--- src/rtl/rfa_serial_adder_if.sv ---
// Operand/result bundle for rfa_serial_adder; ovf exists only when RFA_SERIAL_OVF_EN is defined.
interface rfa_serial_adder_if #(
  parameter int WIDTH = 8
);
  logic             start;
  logic [WIDTH-1:0] a;
  logic [WIDTH-1:0] b;
  logic             cin;
  logic             busy;
  logic             done;
  logic [WIDTH-1:0] sum;
  logic             cout;
  logic             gp;
  logic             gg;
`ifdef RFA_SERIAL_OVF_EN
  logic             ovf;
`endif

  modport master (
    output start, a, b, cin,
`ifdef RFA_SERIAL_OVF_EN
    input  ovf,
`endif
    input  busy, done, sum, cout, gp, gg
  );

  modport slave (
    input  start, a, b, cin,
`ifdef RFA_SERIAL_OVF_EN
    output ovf,
`endif
    output busy, done, sum, cout, gp, gg
  );
endinterface

--- src/rtl/rfa_serial_adder.sv ---
// Bit-serial adder that reuses one RFA slice LSB-first with a registered ripple carry and group P/G.
// Optional signed-overflow output is enabled by defining RFA_SERIAL_OVF_EN.
module rfa_serial_adder #(
  parameter int WIDTH = 8
) (
  input logic               clk,
  input logic               reset,
  rfa_serial_adder_if.slave bus
);
  localparam int            IW       = $clog2(WIDTH);
  localparam logic [IW-1:0] LAST_IDX = IW'(WIDTH - 1);

  typedef enum logic [1:0] {
    ST_IDLE = 2'd0,
    ST_RUN  = 2'd1,
    ST_DONE = 2'd2
  } state_t;

  // Reduced full adder slice: returns {g, p, s}.
  function automatic logic [2:0] rfa_cell(input logic ai, input logic bi, input logic ci);
    logic p;
    logic g;
    p = ai ^ bi;
    g = ai & bi;
    return {g, p, p ^ ci};
  endfunction

  state_t           state_r, state_s;
  logic [WIDTH-1:0] a_r, a_s, b_r, b_s;
  logic             carry_r, carry_s, carry_nx_s;
  logic [IW-1:0]    idx_r, idx_s;
  logic             gp_acc_r, gp_acc_s, gg_acc_r, gg_acc_s;
  logic [WIDTH-1:0] sum_sh_r, sum_sh_s;
  logic [WIDTH-1:0] sum_r, sum_s;
  logic             cout_r, cout_s, gp_r, gp_s, gg_r, gg_s;
  logic             busy_r, done_r;
  logic [2:0]       cell_s;
`ifdef RFA_SERIAL_OVF_EN
  logic             ovf_r, ovf_s;
`endif

  // Next-state and datapath update for the serial sequencer.
  always_comb begin
    cell_s     = rfa_cell(a_r[idx_r], b_r[idx_r], carry_r);
    carry_nx_s = cell_s[2] | (cell_s[1] & carry_r);
    state_s    = state_r;
    a_s        = a_r;
    b_s        = b_r;
    carry_s    = carry_r;
    idx_s      = idx_r;
    gp_acc_s   = gp_acc_r;
    gg_acc_s   = gg_acc_r;
    sum_sh_s   = sum_sh_r;
    sum_s      = sum_r;
    cout_s     = cout_r;
    gp_s       = gp_r;
    gg_s       = gg_r;
`ifdef RFA_SERIAL_OVF_EN
    ovf_s      = ovf_r;
`endif
    case (state_r)
      ST_IDLE: begin
        if (bus.start) begin
          a_s      = bus.a;
          b_s      = bus.b;
          carry_s  = bus.cin;
          idx_s    = {IW{1'b0}};
          gp_acc_s = 1'b1;
          gg_acc_s = 1'b0;
          state_s  = ST_RUN;
        end else begin
          state_s  = ST_IDLE;
        end
      end
      ST_RUN: begin
        sum_sh_s[idx_r] = cell_s[0];
        carry_s         = carry_nx_s;
        gp_acc_s        = gp_acc_r & cell_s[1];
        gg_acc_s        = cell_s[2] | (cell_s[1] & gg_acc_r);
        // idx holds on the last bit so it never wraps.
        if (idx_r == LAST_IDX) begin
          state_s = ST_DONE;
          sum_s   = sum_sh_s;
          cout_s  = carry_nx_s;
          gp_s    = gp_acc_s;
          gg_s    = gg_acc_s;
`ifdef RFA_SERIAL_OVF_EN
          ovf_s   = carry_r ^ carry_nx_s;
`endif
        end else begin
          idx_s   = idx_r + IW'(1);
        end
      end
      ST_DONE: state_s = ST_IDLE;
      default: state_s = ST_IDLE;
    endcase
  end

  // State and result registers; reset abandons any in-flight operation.
  always_ff @(posedge clk) begin
    if (reset) begin
      state_r  <= ST_IDLE;
      a_r      <= {WIDTH{1'b0}};
      b_r      <= {WIDTH{1'b0}};
      carry_r  <= 1'b0;
      idx_r    <= {IW{1'b0}};
      gp_acc_r <= 1'b0;
      gg_acc_r <= 1'b0;
      sum_sh_r <= {WIDTH{1'b0}};
      sum_r    <= {WIDTH{1'b0}};
      cout_r   <= 1'b0;
      gp_r     <= 1'b0;
      gg_r     <= 1'b0;
      busy_r   <= 1'b0;
      done_r   <= 1'b0;
`ifdef RFA_SERIAL_OVF_EN
      ovf_r    <= 1'b0;
`endif
    end else begin
      state_r  <= state_s;
      a_r      <= a_s;
      b_r      <= b_s;
      carry_r  <= carry_s;
      idx_r    <= idx_s;
      gp_acc_r <= gp_acc_s;
      gg_acc_r <= gg_acc_s;
      sum_sh_r <= sum_sh_s;
      sum_r    <= sum_s;
      cout_r   <= cout_s;
      gp_r     <= gp_s;
      gg_r     <= gg_s;
      busy_r   <= (state_s == ST_RUN);
      done_r   <= (state_s == ST_DONE);
`ifdef RFA_SERIAL_OVF_EN
      ovf_r    <= ovf_s;
`endif
    end
  end

  assign bus.busy = busy_r;
  assign bus.done = done_r;
  assign bus.sum  = sum_r;
  assign bus.cout = cout_r;
  assign bus.gp   = gp_r;
  assign bus.gg   = gg_r;
`ifdef RFA_SERIAL_OVF_EN
  assign bus.ovf  = ovf_r;
`endif
endmodule

--- src/flat_wrapper.sv ---
// flat-port wrapper written by rule: the top's interface ports become plain ports
module rfa_serial_adder_flat 
#(
  parameter int WIDTH = 8
)
  (clk, reset, bus_start, bus_a, bus_b, bus_cin, bus_busy, bus_done, bus_sum, bus_cout, bus_gp, bus_gg);
  rfa_serial_adder_if #(.WIDTH(WIDTH)) bus_i ();
  input logic clk;
  input logic reset;
  input wire logic [$bits(bus_i.start)-1:0] bus_start;
  input wire logic [$bits(bus_i.a)-1:0] bus_a;
  input wire logic [$bits(bus_i.b)-1:0] bus_b;
  input wire logic [$bits(bus_i.cin)-1:0] bus_cin;
  output wire logic [$bits(bus_i.busy)-1:0] bus_busy;
  output wire logic [$bits(bus_i.done)-1:0] bus_done;
  output wire logic [$bits(bus_i.sum)-1:0] bus_sum;
  output wire logic [$bits(bus_i.cout)-1:0] bus_cout;
  output wire logic [$bits(bus_i.gp)-1:0] bus_gp;
  output wire logic [$bits(bus_i.gg)-1:0] bus_gg;
  assign bus_i.start = bus_start;
  assign bus_i.a = bus_a;
  assign bus_i.b = bus_b;
  assign bus_i.cin = bus_cin;
  assign bus_busy = bus_i.busy;
  assign bus_done = bus_i.done;
  assign bus_sum = bus_i.sum;
  assign bus_cout = bus_i.cout;
  assign bus_gp = bus_i.gp;
  assign bus_gg = bus_i.gg;
  rfa_serial_adder #(.WIDTH(WIDTH)) u_core (.clk(clk), .reset(reset), .bus(bus_i));
endmodule
--- config.mk ---
export PLATFORM = sky130hd
export DESIGN_NAME = rfa_serial_adder_flat
export DESIGN_NICKNAME = d
export VERILOG_FILES = /design/src/rtl/rfa_serial_adder_if.sv /design/src/rtl/rfa_serial_adder.sv /design/src/flat_wrapper.sv
export SDC_FILE = /design/constraint.sdc
export NUM_CORES = 1
export LEC_CHECK = 0
export CAP_MARGIN = 20
export CORE_MARGIN = 1.5
export CORE_UTILIZATION = 35
export CTS_CLUSTER_SIZE = 8
export DETAILED_ROUTE_END_ITERATION = 8
export SLEW_MARGIN = 0
export SYNTH_ARGS = -nofsm -noshare
export SYNTH_HDL_FRONTEND = slang
export SYNTH_SLANG_ARGS = --single-unit
--- constraint.sdc ---
create_clock -name clk -period 2.6 [get_ports clk]
set_input_delay 0.52 -clock clk [delete_from_list [all_inputs] [get_ports clk]]
set_output_delay 0.52 -clock clk [all_outputs]
set_load 0.02 [all_outputs]
==> results of run 1 <==
layer usage:
metal | share of wire | up-vias
li1 | - | 858
met1 | 0.51 | 707
met2 | 0.44 | 38
met3 | 0.045 | 2
met4 | 0.0054 | 0
met5 | 0 | -
synth_stat cells, drive strengths merged, types with 4 or more instances:
| cell | count | area [um^2] |
|---|---|---|
| a21oi | 22 | 110 |
| a311oi | 7 | 61.3 |
| buf | 12 | 67.6 |
| clkbuf | 6 | 22.5 |
| dfxtp | 45 | 901 |
| mux2i | 11 | 110 |
| mux4 | 4 | 105 |
| nand2 | 45 | 169 |
| nand2b | 12 | 75.1 |
| nand3 | 8 | 40.0 |
| nor2 | 14 | 52.6 |
| nor2b | 9 | 56.3 |
| o21ai | 5 | 25.0 |
state kept, by name, indices dropped and copies added, names as in the netlist:
| name | flops |
|---|---|
| u_core.a_r | 8 |
| u_core.b_r | 8 |
| u_core.bus.busy | 1 |
| u_core.bus.cout | 1 |
| u_core.bus.done | 1 |
| u_core.bus.gg | 1 |
| u_core.bus.gp | 1 |
| u_core.bus.sum | 8 |
| u_core.carry_r | 1 |
| u_core.gg_acc_r | 1 |
| u_core.gp_acc_r | 1 |
| u_core.idx_r | 3 |
| u_core.state_r | 2 |
| u_core.sum_sh_r | 8 |
repair_timing:
| item | 4_1_cts | 5_1_grt |
|---|---|---|
| setup buffers | 0 | 0 |
| endpoints found under the setup margin | 4 | 4 |
| gates resized for setup | 2 | 1 |
per-stage QoR:
stage	total power, W	setup TNS (ns)	hold WS [ns]
5_1_grt	0.00137	0	0.479
3_5_place_dp	0.000904	-0.133	0.445
2_1_floorplan	0.000841	0	0.427
3_3_place_gp	0.000902	0	0.437
6_report	0.00131	0	0.455
4_1_cts	0.00132	0	0.457
power by group through the flow:
| stage | Sequential, W | Clock (W) | Combinational, W |
|---|---|---|---|
| finish | 0.000729 | 0.000417 | 0.000163 |
| global route | 0.000733 | 0.000457 | 0.000183 |
| CTS | 0.000729 | 0.000434 | 0.000162 |
| detailed placement | 0.000745 | 0 | 0.000160 |
| global placement | 0.000744 | 0 | 0.000158 |
| floorplan | 0.000738 | 0 | 0.000103 |
kinds of logic after synthesis:
kind of cell / count (synthesis)
fa+ha+maj: 4
simple gates: 101
buf+inv: 20
flops: 45
mux: 17
compound gates: 45
worst paths after layout:
check / end / depth (start not counted) / startpoint
max: u_core.bus.sum[2] / 6 / u_core.idx_r[0]
min: u_core.b_r[4] / 2 / u_core.b_r[4]
max reg2reg: u_core.bus.sum[2] / 6 / u_core.idx_r[0]
min reg2reg: u_core.b_r[4] / 2 / u_core.b_r[4]
worst min-delay path, delay by kind of cell, from the launching register on:
kind | cells | cell delay (ns)
DFF | 1 | 0.31
and+or+nand+nor | 1 | 0.05
AOI/OAI and AO/OA | 1 | 0.05
final cells by class:
class                   count  area, um^2
fillers                   587        3070
well taps                  72        90.1
clock inverters             2        10.0
repair buffers             40         380
multi-input cells         167        1080
inverters                   2        7.51
flip-flops and latches     45         902
clock buffers               6        72.6
==> flow_summary.json, run 1 <==
{
  "dr.pass1.iters": 4,
  "synth_ff_type": "dfxtp_1",
  "syn_area_per_cell_um2": 8.91,
  "status": "completed",
  "syn_to_final_growth_pct": 22.8,
  "reg2reg_slack_ns": 0.13,
  "fin_area_mm2": 0.00254,
  "cp_top_family": "multiplexers",
  "dp_slack_ns": -0.0517,
  "crit_slowest_cell": "mux4_1",
  "relSlewSlack": 0.640,
  "hold_violations": 0,
  "worstSkewPairLatency_ns": 0.29,
  "slowest_delay_ns": 0.57,
  "cp-end-kind": "flip-flop",
  "syn_area_mm2": 0.00207,
  "synthCells": 232,
  "mostFrequentLayoutCells": "45 x nand2_1, 44 x dfxtp_1, 32 x clkdlybuf4s50_1",
  "worst_pin_slew_ns": 0.539,
  "drtIter0Drc": 112,
  "dp.cells": 326,
  "critical_path_class": "flip-flop to flip-flop",
  "hold_buffers": 0,
  "cts_made_buffers": 5,
  "crit_chain": "mux4_1, mux2_2, fa_1, nor2b_4, nand2_1, a311oi_1",
  "dieArea_mm2": 0.00638,
  "clkTransAtPathRegs_ns": 0.08,
  "viasPerCell": 4.81,
  "antenna_left": 0,
  "layout-drive-gt1-share": 0.0916,
  "rsz0062_at_grt": "no",
  "cts_sinks": 45,
  "n_antenna_cell": 0,
  "place_hpwl_um": 2970,
  "wl_per_cell_um": 12.6,
  "synth.area.mux_share": 0.115,
  "p_int_w": 0.000981,
  "yosysWarnings": 0,
  "p_clk_frac": 0.319,
  "fin_skew_ns": 0.00736,
  "final_nets": 285,
  "grt_util_met2": 0.214,
  "setup_viol": 0,
  "die_height_um": 79.9,
  "coreArea_mm2": 0.00561,
  "drv_cap": 0,
  "crit_buf_inv": 0,
  "grtUsageTotal": 0.146,
  "critPathMaxFanout": 5,
  "synth-seq-area-share": 0.436,
  "antenna_found_initial": 0,
  "use_met1": 0.209,
  "layout_commonest_cell": "nand2_1",
  "num_vias": 1605,
  "synth_xor_area_frac": 0,
  "drv_slew": 0,
  "synth_edf_count": 0,
  "grt_pass1_wl_um": 7270,
  "grt-ovfl-total": 0,
  "seq_power_share": 0.557,
  "gp_congestion": 0.781,
  "fmax_mhz": 404,
  "ir_worst_vdd_v": 0.000239,
  "die_w_um": 79.9,
  "fin_crit_sh": 0.951,
  "routed_wl_um": 4220,
  "power_density_mw_per_mm2": 516,
  "cts.path.max_buffers": 2,
  "initial_utilization": 0.369,
  "core.rowCount": 27,
  "cp-start-kind": "flip-flop",
  "hp-class": "flip-flop to flip-flop",
  "worstPathArrival_ns": 2.67,
  "setup_slack_ns": 0.128,
  "synth-simple-area-share": 0.236,
  "synthAdderAreaFrac": 0.0278,
  "synth_compound_area_frac": 0.138,
  "swShare": 0.251,
  "syn_nets": 256,
  "dpl_cell_area_mm2": 0.00245,
  "synth_cell_types": 34,
  "tritoncts": "done",
  "async_reset_ff_frac": 0,
  "htree_levels": 2,
  "min_period_ns": 2.47,
  "ys_ff_latch": 45,
  "required_ns": 2.80,
  "top_usage_layer": "met2",
  "fin_cells": 334,
  "ioPinCount": 33,
  "clockRootBuffer": "clkbuf_8",
  "grt_max_degree": 28,
  "p_comb_frac": 0.125,
  "place.port_buffers": 32,
  "p_switching_w": 0.000329,
  "grt_pass1_vias": 1510,
  "power.leakage_nw": 0.979,
  "gr-usage-met3": 0.0320,
  "final_util": 0.453,
  "drc": 0,
  "synth_top_family_by_area": "simple AND/OR/NAND/NOR gates"
}
No activity file was read; power rests on OpenSTA's default activity.
==> run 2: changes to the inputs <==
- CTS_CLUSTER_SIZE: 8 -> 28
==> results of run 2 <==
The final DEF is identical to that of run 1; final timing and power are the same.
==> run 3: changes to the inputs <==
- SKIP_LAST_GASP: default -> 1
==> results of run 3 <==
The final DEF is identical to that of run 1; final timing and power are the same.
